[src/rtl/array_mac_accumulator.sv]
// Registered multiply-accumulate stage: operand pairs are multiplied by an
// unsigned 8x8 array multiplier and N_TERMS products are summed per result.

module eight_bit_array_multiplier (
    input  logic [7:0]  A,
    input  logic [7:0]  B,
    output logic [15:0] S
);
    wire [7:0] pp  [8];
    wire [8:0] row [8];
    wire [6:0] lsb;

    genvar i, j;

    for (i = 0; i < 8; i++) begin : g_pp
        assign pp[i] = A & {8{B[i]}};
    end

    assign row[0] = {1'b0, pp[0]};

    // row[i] holds bits i..i+8 of the running partial sum after adding pp[i]
    for (i = 1; i < 8; i++) begin : g_row
        wire [8:0] c;
        assign c[0] = 1'b0;
        for (j = 0; j < 8; j++) begin : g_fa
            wire x = pp[i][j];
            wire y = row[i-1][j+1];
            assign row[i][j] = x ^ y ^ c[j];
            assign c[j+1]    = (x & y) | (x & c[j]) | (y & c[j]);
        end
        assign row[i][8] = c[8];
    end

    for (i = 0; i < 7; i++) begin : g_lsb
        assign lsb[i] = row[i][0];
    end

    assign S = {row[7], lsb};
endmodule

// state  | meaning
// IDLE   | waiting for the first operand pair of a burst
// ACCUM  | taking pairs and draining the multiply/add pipeline
// DONE   | result held on acc_out/overflow until out_ready
module array_mac_accumulator #(
    parameter int unsigned N_TERMS = 8,
    parameter int unsigned ACC_W   = 19
) (
    input  logic             clk,
    input  logic             rst_n,
    input  logic             in_valid,
    output logic             in_ready,
    input  logic [7:0]       A,
    input  logic [7:0]       B,
    output logic             out_valid,
    input  logic             out_ready,
    output logic [ACC_W-1:0] acc_out,
    output logic             overflow,
    output logic             busy
);
    localparam int unsigned CNT_W = $clog2(N_TERMS + 1);
    localparam int unsigned SUM_W = ACC_W + 1;
    localparam logic [CNT_W-1:0] N_LAST    = CNT_W'(N_TERMS);
    localparam logic [CNT_W-1:0] N_LAST_M1 = CNT_W'(N_TERMS - 1);

    localparam logic [1:0] S_IDLE  = 2'd0;
    localparam logic [1:0] S_ACCUM = 2'd1;
    localparam logic [1:0] S_DONE  = 2'd2;

    logic [1:0]       state;
    logic [7:0]       op_a;
    logic [7:0]       op_b;
    logic             op_v;
    logic [15:0]      prod_r;
    logic             prod_v;
    logic [15:0]      mult_s;
    logic [CNT_W-1:0] in_cnt;
    logic [CNT_W-1:0] acc_cnt;
    logic [ACC_W-1:0] acc;
    logic [SUM_W-1:0] sum;
    logic             accept;

    eight_bit_array_multiplier u_mult (
        .A (op_a),
        .B (op_b),
        .S (mult_s)
    );

    // in_ready depends only on registered state so there is no in_valid->in_ready path
    assign in_ready  = (state == S_IDLE) || ((state == S_ACCUM) && (in_cnt < N_LAST));
    assign accept    = in_valid && in_ready;
    assign out_valid = (state == S_DONE);
    assign busy      = (state != S_IDLE);
    assign acc_out   = acc;
    assign sum       = {1'b0, acc} + SUM_W'(prod_r);

    always_ff @(posedge clk or negedge rst_n) begin
        if (!rst_n) begin
            state    <= S_IDLE;
            op_a     <= '0;
            op_b     <= '0;
            op_v     <= 1'b0;
            prod_r   <= '0;
            prod_v   <= 1'b0;
            in_cnt   <= '0;
            acc_cnt  <= '0;
            acc      <= '0;
            overflow <= 1'b0;
        end else begin
            op_v   <= accept;
            prod_v <= op_v;
            prod_r <= mult_s;
            if (accept) begin
                op_a   <= A;
                op_b   <= B;
                in_cnt <= in_cnt + 1'b1;
            end
            if (prod_v) begin
                acc     <= sum[ACC_W-1:0];
                acc_cnt <= acc_cnt + 1'b1;
                if (sum[ACC_W]) begin
                    overflow <= 1'b1;
                end
            end
            case (state)
                S_IDLE: begin
                    if (accept) begin
                        state <= S_ACCUM;
                    end
                end
                S_ACCUM: begin
                    if (prod_v && (acc_cnt == N_LAST_M1)) begin
                        state <= S_DONE;
                    end
                end
                S_DONE: begin
                    // pipeline is empty here, so these clears cannot collide with an add
                    if (out_ready) begin
                        state    <= S_IDLE;
                        acc      <= '0;
                        overflow <= 1'b0;
                        in_cnt   <= '0;
                        acc_cnt  <= '0;
                    end
                end
                default: state <= S_IDLE;
            endcase
        end
    end
endmodule
[config.mk]
export PLATFORM = sky130hd
export DESIGN_NAME = array_mac_accumulator
export DESIGN_NICKNAME = d
export VERILOG_FILES = /design/src/rtl/array_mac_accumulator.sv
export SDC_FILE = /design/constraint.sdc
export NUM_CORES = 1
export LEC_CHECK = 0
export BUFFER_PORTS_ARGS = -buffer_cell sky130_fd_sc_hd__buf_2
export CORE_AREA = 8 8 101 103
export CTS_CLUSTER_DIAMETER = 150
export DETAILED_ROUTE_END_ITERATION = 10
export DIE_AREA = 0 0 109 111
export PLACE_DENSITY = 0.73
export SYNTH_ARGS = -nofsm -noshare
export SYNTH_HDL_FRONTEND = slang
export SYNTH_SLANG_ARGS = --single-unit
[constraint.sdc]
create_clock -name clk -period 12.7 [get_ports clk]
set_input_delay 0.635 -clock clk [delete_from_list [all_inputs] [get_ports clk]]
set_output_delay 0.635 -clock clk [all_outputs]
set_load 0.05 [all_outputs]
Word level (Yosys, flattened, before mapping)
Index checks and enable logic that the tools add are counted.
{ "word_totals": {"register_bits": 64, "inputBits": 20, "output_inout_bits": 23, "word_cells": 404} }
{ "classes": {"add_sub_neg": 3, "order_cmp": 1, "n_eq_ne": 6, "mux": 17, "n_bitwise": 360, "n_reduce_logical": 7} }
{ "ops": {"columns": ["cell", "n"], "rows": [
  ["$and A1 B1 Y1", 152],
  ["$xor A1 B1 Y1", 104],
  ["$or A1 B1 Y1", 96],
  ["$and A8 B8 Y8", 8],
  ["$mux W19", 3],
  ["$mux W4", 6],
  ["$add A19 B16 Y20", 1],
  ["$add A4 B1 Y4 const B", 2],
  ["$mux W2", 3],
  ["$pmux W2 S3", 1],
  ["$eq A4 B3 Y1 const B", 1],
  ["$lt A4 B4 Y1 const B", 1],
  ["$mux W1", 4],
  ["$ne A2 B1 Y1 const B", 2],
  ["$logic_and A1 B1 Y1", 3],
  ["$reduce_and A3 Y1", 1],
  ["$eq A2 B1 Y1 const B", 1],
  ["$eq A2 B2 Y1 const B", 1],
  ["$logic_not A2 Y1", 1],
  ["$ne A2 B2 Y1 const B", 1],
  ["$reduce_bool A2 Y1", 1],
  ["$logic_or A1 B1 Y1", 1]
]} }

Longest topological paths before layout
Gate-level depths: netlist (run 1).
{ "depth": {"ltp_word": 52, "mapped_depth": 28, "ltp_nobuf": 27} }

By module
A second synthesis (run 1) with hierarchy kept.
{ "unflattened": {"hier_cells": 432, "area_unflattened_um2": 4685.7} }
{ "by_module_without_submodules": {"columns": ["mod", "n_inst", "cells_per_inst", "area_per_inst_um2"], "rows": [
  ["array_mac_accumulator", 1, 287, 3173.0],
  ["eight_bit_array_multiplier", 1, 145, 1512.7]
]} }

Worst setup path before layout (run 1)
No wires, ideal clock.
{ "synth_path": {"kind": "register to register", "start": "register op_b[1]", "end": "register prod_r[14]", "setup_time_ps": 135, "arrival_ps": 8680, "path_slack_ps": 3884, "stages_incl_launch_ff": 29, "path_buffers": 1, "synth_period_minus_slack_ps": 8816, "cell_sequence": "dfrtp_1 > clkbuf_1 > and2_1 > ha_1 > fa_1 > inv_1 > fa_1 > inv_1 > fa_1 > fa_1 > fa_1 > fa_1 > fa_1 > fa_1 > inv_1 > fa_1 > inv_1 > fa_1 > fa_1 > fa_1 > fa_1 > fa_1 > inv_1 > fa_1 > fa_1 > inv_1 > fa_1 > fa_1 > fa_1"} }
{ "synth_between": {"elab_chain_cells": 50, "word_cells_on_any_way": 329, "cone_classes": "bitwise: 329"} }
{ "synth_lines": {"columns": ["element", "line_no", "source"], "rows": [
  ["from (decl)", "72", "logic [7:0] op_b;"],
  ["from (signal assigned)", "101", "op_b <= '0;"],
  ["from (signal assigned)", "115", "op_b <= B;"],
  ["$and A8 B8 Y8 *", "16", "assign pp[i] = A & {8{B[i]}};"],
  ["$and A1 B1 Y1 (2 in a row)", "29", "assign c[j+1] = (x & y) | (x & c[j]) | (y & c[j]);"],
  ["$or A1 B1 Y1 (2 in a row)", "29", null],
  ["$and A1 B1 Y1", "29", null],
  ["$or A1 B1 Y1 (2 in a row)", "29", null],
  ["$and A1 B1 Y1", "29", null],
  ["$or A1 B1 Y1 (2 in a row)", "29", null],
  ["$and A1 B1 Y1", "29", null],
  ["[28 not listed]", null, null],
  ["$and A1 B1 Y1", "29", null],
  ["$or A1 B1 Y1 (2 in a row)", "29", null],
  ["$and A1 B1 Y1", "29", null],
  ["$or A1 B1 Y1 (2 in a row)", "29", null],
  ["$and A1 B1 Y1", "29", null],
  ["$or A1 B1 Y1 (2 in a row)", "29", null],
  ["$xor A1 B1 Y1 *", "28", "assign row[i][j] = x ^ y ^ c[j];"],
  ["named net mult_s[14]", "76", "logic [15:0] mult_s;"],
  ["to (signal assigned)", "112", "prod_r <= mult_s;"],
  ["to (decl)", "74", "logic [15:0] prod_r;"]
]} }
Mark *: on every way through the listed nets, which the timed path passes. The rest lies on a longest branch.
A chain may end at the register's enable or synchronous reset.

Worst setup path in the final report (run 1)
{ "layout_path": {"start": "register op_b[0]", "end": "register prod_r[14]"} }
Same word-level chain as after synthesis.

==> impl_metrics.ini, run 1 <==
[outcome]
outcome = completed

[timing]
tightestPinTransition_ns = 1.02
tns_ns = 0
fin_crit_sh_pct = 71.0
skew_ns = 0.0146
clock.fmax_ghz = 0.111
finalSetupViolations = 0
fin_ws_ns = 3.69
slew_viol_final = 0
maxSlewHeadroom_pct = 32.1
fin_crit_ns = 9.01
rsz0062_at_grt = false
finalHoldViolCount = 0

[grt]
grt_max_degree = 65
grt_overflow = 0
grt_first_pass_wirelength_microns = 14400
grt.total_usage_pct = 14.7
first_global_vias = 3220
grt_antenna_before_repair = 0

[synth]
syn_avg_cell_area_sq_um = 11.0
ys_top_cells_by_area = dfrtp_1, fa_1, ha_1, and2_1, mux2_2
ys_seq_area_share_pct = 34.9
yosysTopAreaCellShare_pct = 34.9
synth_edf_count = 0
syn_nets = 513
async_flop_share_pct = 100
yosysWarnings = 0
yosys.area.top_type = dfrtp_1
mappedNetlistArea_sq_um = 4590
synthCells = 418
netlist_top_cells_count = dfrtp_1, and2_1, fa_1
ys_ff_latch = 64
yosysUniqueCellTypes = 44
synth_most_common_cell = dfrtp_1
synthFlopType = dfrtp_1

[route]
vias_per_cell = 5.34
ant_nets = 0
finalWirelength_microns = 8170
vias = 3055
drt_iter0_drc = 92
first_pass_iters = 4
wl_per_cell_microns = 14.3
drc_errors = 0

[place]
pre_cts_ws_ns = 3.61
post_dp_cell_area_sq_um = 4890
gp_congestion = 0.893
place_hpwl_microns = 6310
io_buffers = 42

[finish]
multi_input_area_sq_um = 2820
drive_gt1_share_pct = 17.5
ff_latch_area_sq_um = 1600
n_fill_cell = 709
design_area_sq_um = 5060
antenna_cells = 0
area_growth_pct = 10.4
final_nets = 555

[floorplan]
rows = 34
initial_utilization_pct = 53.7
die_w_microns = 109
die-area_sq_um = 12100
core_area_sq_um = 8550
die_h_microns = 111
io_pins = 43

[setup_path]
crit_family = adder cells
reg2reg_to = prod_r[14]
cp.arrival_ns = 9.24
cp-start-kind = register
crit_path_top_delay_cell = fa_1
reg2reg_slack_ns = 3.69
endpoint = prod_r[14]
reg2reg_from = op_b[0]
crit_buf_inv = 4
critPathMaxFanout = 9
reg2reg_depth = 25
crit_path_frequent_cell = fa_1
max_stage_delay_ns = 0.54
setup.worst_path.class = reg2reg
critPathLaunch = op_b[0]
endpoint_kind = register
crit_cells = 25
crit_required_ns = 12.92

[cts]
postCtsHoldBufs = 0
cts-root-buf = clkbuf_8
cts_tree = built
cts_buffer_depth = 2
clock_latency_ns = 0.35
cts_setup_buffers = 0
cts_resized = 0
cts_sinks = 64
clkTransAtPathRegs_ns = 0.08
cts_buffers = 9
h-tree-depth = 3

[worst_hold_path]
hold_path_class = reg2reg

[job]
maxCapViolCount = 0
-- cell type report --
type | instances | share of cell area (%)
Clock buffer | 9 | 2.45
Clock inverter | 6 | 0.914
Inverter | 33 | 2.45
Multi-Input combinational cell | 309 | 55.6
Sequential cell | 64 | 31.6
Tap cell | 108 | 2.67
Timing Repair Buffer | 43 | 4.30
-- worst reg2reg max path, cell delays in order (launching register included) --
cell and delay (ns):
dfrtp_1 0.49, and2_1 0.17, ha_1 0.15, fa_1 0.16, inv_1 0.05, fa_1 0.37
fa_1 0.39, fa_1 0.39, fa_1 0.50, inv_1 0.06, fa_1 0.54, fa_1 0.45
fa_1 0.43, fa_1 0.39, fa_1 0.47, fa_1 0.42, fa_1 0.38, fa_1 0.49
inv_1 0.05, fa_1 0.40, fa_1 0.39, fa_1 0.39, fa_1 0.49, inv_1 0.05
fa_1 0.40, fa_1 0.43
-- sequential cells by signal, summed over array words and instances, names as in the netlist --
name / count
prod_r: 16
op_b: 8
op_a: 8
acc_cnt: 4
prod_v: 1
acc_out: 19
state: 2
overflow: 1
in_cnt: 4
op_v: 1
-- layer usage --
metal  GRT usage, %  wire [microns]
met2           23.9            4000
met4           5.66             150
met1           17.9            3640
met3           3.95             377
met5              0               0
-- how the worst min path moves through the flow --
| stage | from | end | slack [ns] | cells after the start |
|---|---|---|---|---|
| after CTS | op_v | prod_v | 0.36 | 0 |
| after global routing | op_v | prod_v | 0.37 | 0 |
| after detailed placement | op_v | prod_v | 0.34 | 0 |
| final | op_v | prod_v | 0.36 | 0 |
| after global placement | op_v | prod_v | 0.33 | 0 |
| after floorplan | op_v | prod_v | 0.33 | 0 |
-- logic make-up (layout without fill, tap and decap cells) --
kind of cell             after synthesis  count (layout)  synth area share, %
buffers and inverters                 45              91                 3.71
flip-flops                            64              64                 34.9
multiplexers                          28              28                 6.54
adder cells (fa/ha/maj)               75              75                 28.5
AND/OR/NAND/NOR                      129             129                 14.4
AO/OA/AOI/OAI                         59              59                 8.51
XOR/XNOR                              18              18                 3.44
-- cells in the final DEF, fill, tap and decap left out, types with 3 or more instances in the layout --
cell type	netlist	layout
dfrtp_1	64	64
fa_1	49	49
nand2_1	31	31
and2_1	49	49
a21o_1	4	4
xnor2_1	9	9
inv_1	33	33
nand3_1	6	6
nand4_1	5	5
xor2_1	9	9
mux2_2	16	16
a31oi_1	3	3
clkbuf_8	0	9
a21oi_1	22	22
nor2_1	26	26
o21ai_0	11	11
ha_1	26	26
buf_2	1	42
mux2i_1	12	12
-- through the flow --
stage / instances / hold WS, ns / utilization, %
6_report: 572 / 0.356 / 59.2
5_1_grt: 572 / 0.367 / 59.2
3_3_place_gp: 557 / 0.333 / 57.2
2_1_floorplan: 418 / 0.331 / -
3_5_place_dp: 557 / 0.342 / 57.2
4_1_cts: 572 / 0.359 / 59.2
Power of run 1 is left out: the tool's default activity adds up to more than one toggle a clock period on the data nets, which glitch-free logic cannot reach.
==> run 2, diff against run 1 <==
--- a/config.mk
+++ b/config.mk
@@ -6,11 +6,11 @@
 export NUM_CORES = 1
 export LEC_CHECK = 0
 export BUFFER_PORTS_ARGS = -buffer_cell sky130_fd_sc_hd__buf_2
-export CORE_AREA = 8 8 101 103
+export CORE_AREA = 8 8 102 104
 export CTS_CLUSTER_DIAMETER = 150
 export DETAILED_ROUTE_END_ITERATION = 10
-export DIE_AREA = 0 0 109 111
-export PLACE_DENSITY = 0.73
+export DIE_AREA = 0 0 110 112
+export PLACE_DENSITY = 0.75
 export SYNTH_ARGS = -nofsm -noshare
 export SYNTH_HDL_FRONTEND = slang
 export SYNTH_SLANG_ARGS = --single-unit
==> constraint.sdc (replaced) <==
create_clock -name clk -period 7.7 [get_ports clk]
set_input_delay 0.385 -clock clk [delete_from_list [all_inputs] [get_ports clk]]
set_output_delay 0.385 -clock clk [all_outputs]
set_load 0.05 [all_outputs]
==> run 2 against run 1 <==
Effect of this change:
- the flow now finishes with violations (setup timing)
- register-to-register slack lost 4.6 ns
- global-route usage grew 0.73 points
- clock skew down 0.0083 ns
- non-clock buffer count is 11 higher
- final area up 4.4%
- die area is 1.8% higher
- sequential share of layout area fell by 1.3 points
- via count is 4.3% higher
- clock-buffer cell count grew 4
==> impl_metrics.ini, run 2 (synthesis gave the netlist of run 1 again) <==
[outcome]
outcome = finished, violations left
violations = setup timing

[timing]
fin_crit_ns = 8.58
skew_ns = 0.00637
rsz0062_at_grt = true
slew_viol_final = 0
clock.fmax_ghz = 0.117
fin_ws_ns = -0.875
maxSlewHeadroom_pct = 33.0
fin_crit_sh_pct = 111
tns_ns = -2.40
finalHoldViolCount = 0
tightestPinTransition_ns = 1.00
finalSetupViolations = 4
hold_ws_ns = 0.214

[route]
vias_per_cell = 5.44
drt_iter0_drc = 108
vias = 3187
ant_nets = 0
finalWirelength_microns = 8810
first_pass_iters = 4
drc_errors = 0
wl_per_cell_microns = 15.0

[setup_path]
crit_family = adder cells
critPathMaxFanout = 3
crit_required_ns = 7.91
crit_path_frequent_cell = fa_2
setup.worst_path.class = reg2reg
endpoint_kind = register
max_stage_delay_ns = 0.55
cp.arrival_ns = 8.79
crit_buf_inv = 4
cp-start-kind = register
reg2reg_from = op_a[1]
critPathLaunch = op_a[1]
crit_path_top_delay_cell = fa_2

[finish]
final_nets = 566
final_cells = 586
largest_reg_flops = 19
n_fill_cell = 744
area_growth_pct = 15.3
final_cell_mix = dfrtp_1, and2_1, buf_2
final_common_cell = dfrtp_1
drive_gt1_share_pct = 30.7
antenna_cells = 0

[floorplan]
die_h_microns = 112
core_area_sq_um = 8890
die_w_microns = 110
die-area_sq_um = 12300
rows = 35
io_pins = 43
initial_utilization_pct = 51.6

[place]
pre_cts_ws_ns = -0.974
place_hpwl_microns = 6770
io_buffers = 42
placed_cells_incl_taps = 569
gp_congestion = 0.935

[cts]
cts_sinks = 64
cts_buffer_depth = 2
postCtsHoldBufs = 0
clkTransAtPathRegs_ns = 0.07
clock_latency_ns = 0.34
h-tree-depth = 3
cts_buffers = 9
cts_tree = built
cts-root-buf = clkbuf_8

[grt]
grt_first_pass_wirelength_microns = 14900
grt_max_degree = 65
grt_antenna_before_repair = 0
first_global_vias = 3260
grt_overflow = 0
grt.total_usage_pct = 15.4

[worst_hold_path]
hold_path_class = in2async

[job]
maxCapViolCount = 0
## run 2: final timing paths
| check | endpoint | slack, ns | cells past startpoint |
|---|---|---|---|
| hold reg to reg | prod_v | 0.35 | 0 |
| max in group asynchronous | acc_out[4] | 6.97 | 2 |
| setup / recovery | prod_r[14] | -0.88 | 25 |
| min in group clk | op_b[5] | 0.27 | 2 |
| setup reg to reg | prod_r[14] | -0.88 | 25 |
| hold / removal | in_cnt[2] | 0.21 | 2 |
## run 2: worst register-to-register path, stage by stage (launching register included)
cell     delay, ns
dfrtp_1       0.40
and2_4        0.17
ha_4          0.12
fa_2          0.18
inv_2         0.04
fa_2          0.51
inv_2         0.04
fa_2          0.34
fa_2          0.36
fa_2          0.54
fa_2          0.44
fa_2          0.35
fa_2          0.37
fa_2          0.37
fa_2          0.37
fa_2          0.37
fa_2          0.34
fa_1          0.47
fa_2          0.55
inv_2         0.04
fa_2          0.36
fa_2          0.54
inv_2         0.04
fa_2          0.35
fa_2          0.34
fa_1          0.44
## run 2: metrics by stage
| stage | utilization, % | area, sq um |
|---|---|---|
| 5_1_grt | 59.5 | 5290 |
| 3_3_place_gp | 57.1 | 5080 |
| 3_5_place_dp | 57.1 | 5080 |
| 2_1_floorplan | - | 4720 |
| 4_1_cts | 59.3 | 5280 |
| 6_report | 59.5 | 5290 |
## run 2: metal layers
| layer | vias to the layer above | GRT usage, % | share of wire [%] |
|---|---|---|---|
| li1 | 1493 | - | - |
| met1 | 1593 | 18.2 | 42 |
| met2 | 81 | 25.5 | 51 |
| met3 | 20 | 2.89 | 4.2 |
| met4 | 0 | 8.38 | 3.0 |
| met5 | - | 0 | 0 |
## run 2: timing repair
item / 4_1_cts / 5_1_grt
endpoints found under the setup margin: 4 / 5
setup buffers: 0 / 2
cloned: 0 / 0
pin swaps: 3 / 2
gates resized for setup: 5 / 1
hold endpoints to repair: 0 / 0
## run 2: area by class of cell
cell class	instances	area [sq um]	share of cell area, %
clock inverters	2	12.5	0.237
well taps	111	139	2.63
repair buffers	54	300	5.68
inverters	33	124	2.34
flip-flops and latches	64	1600	30.3
multi-input cells	309	2930	55.5
clock buffers	13	179	3.38
Power of run 2 is left out for the same reason.
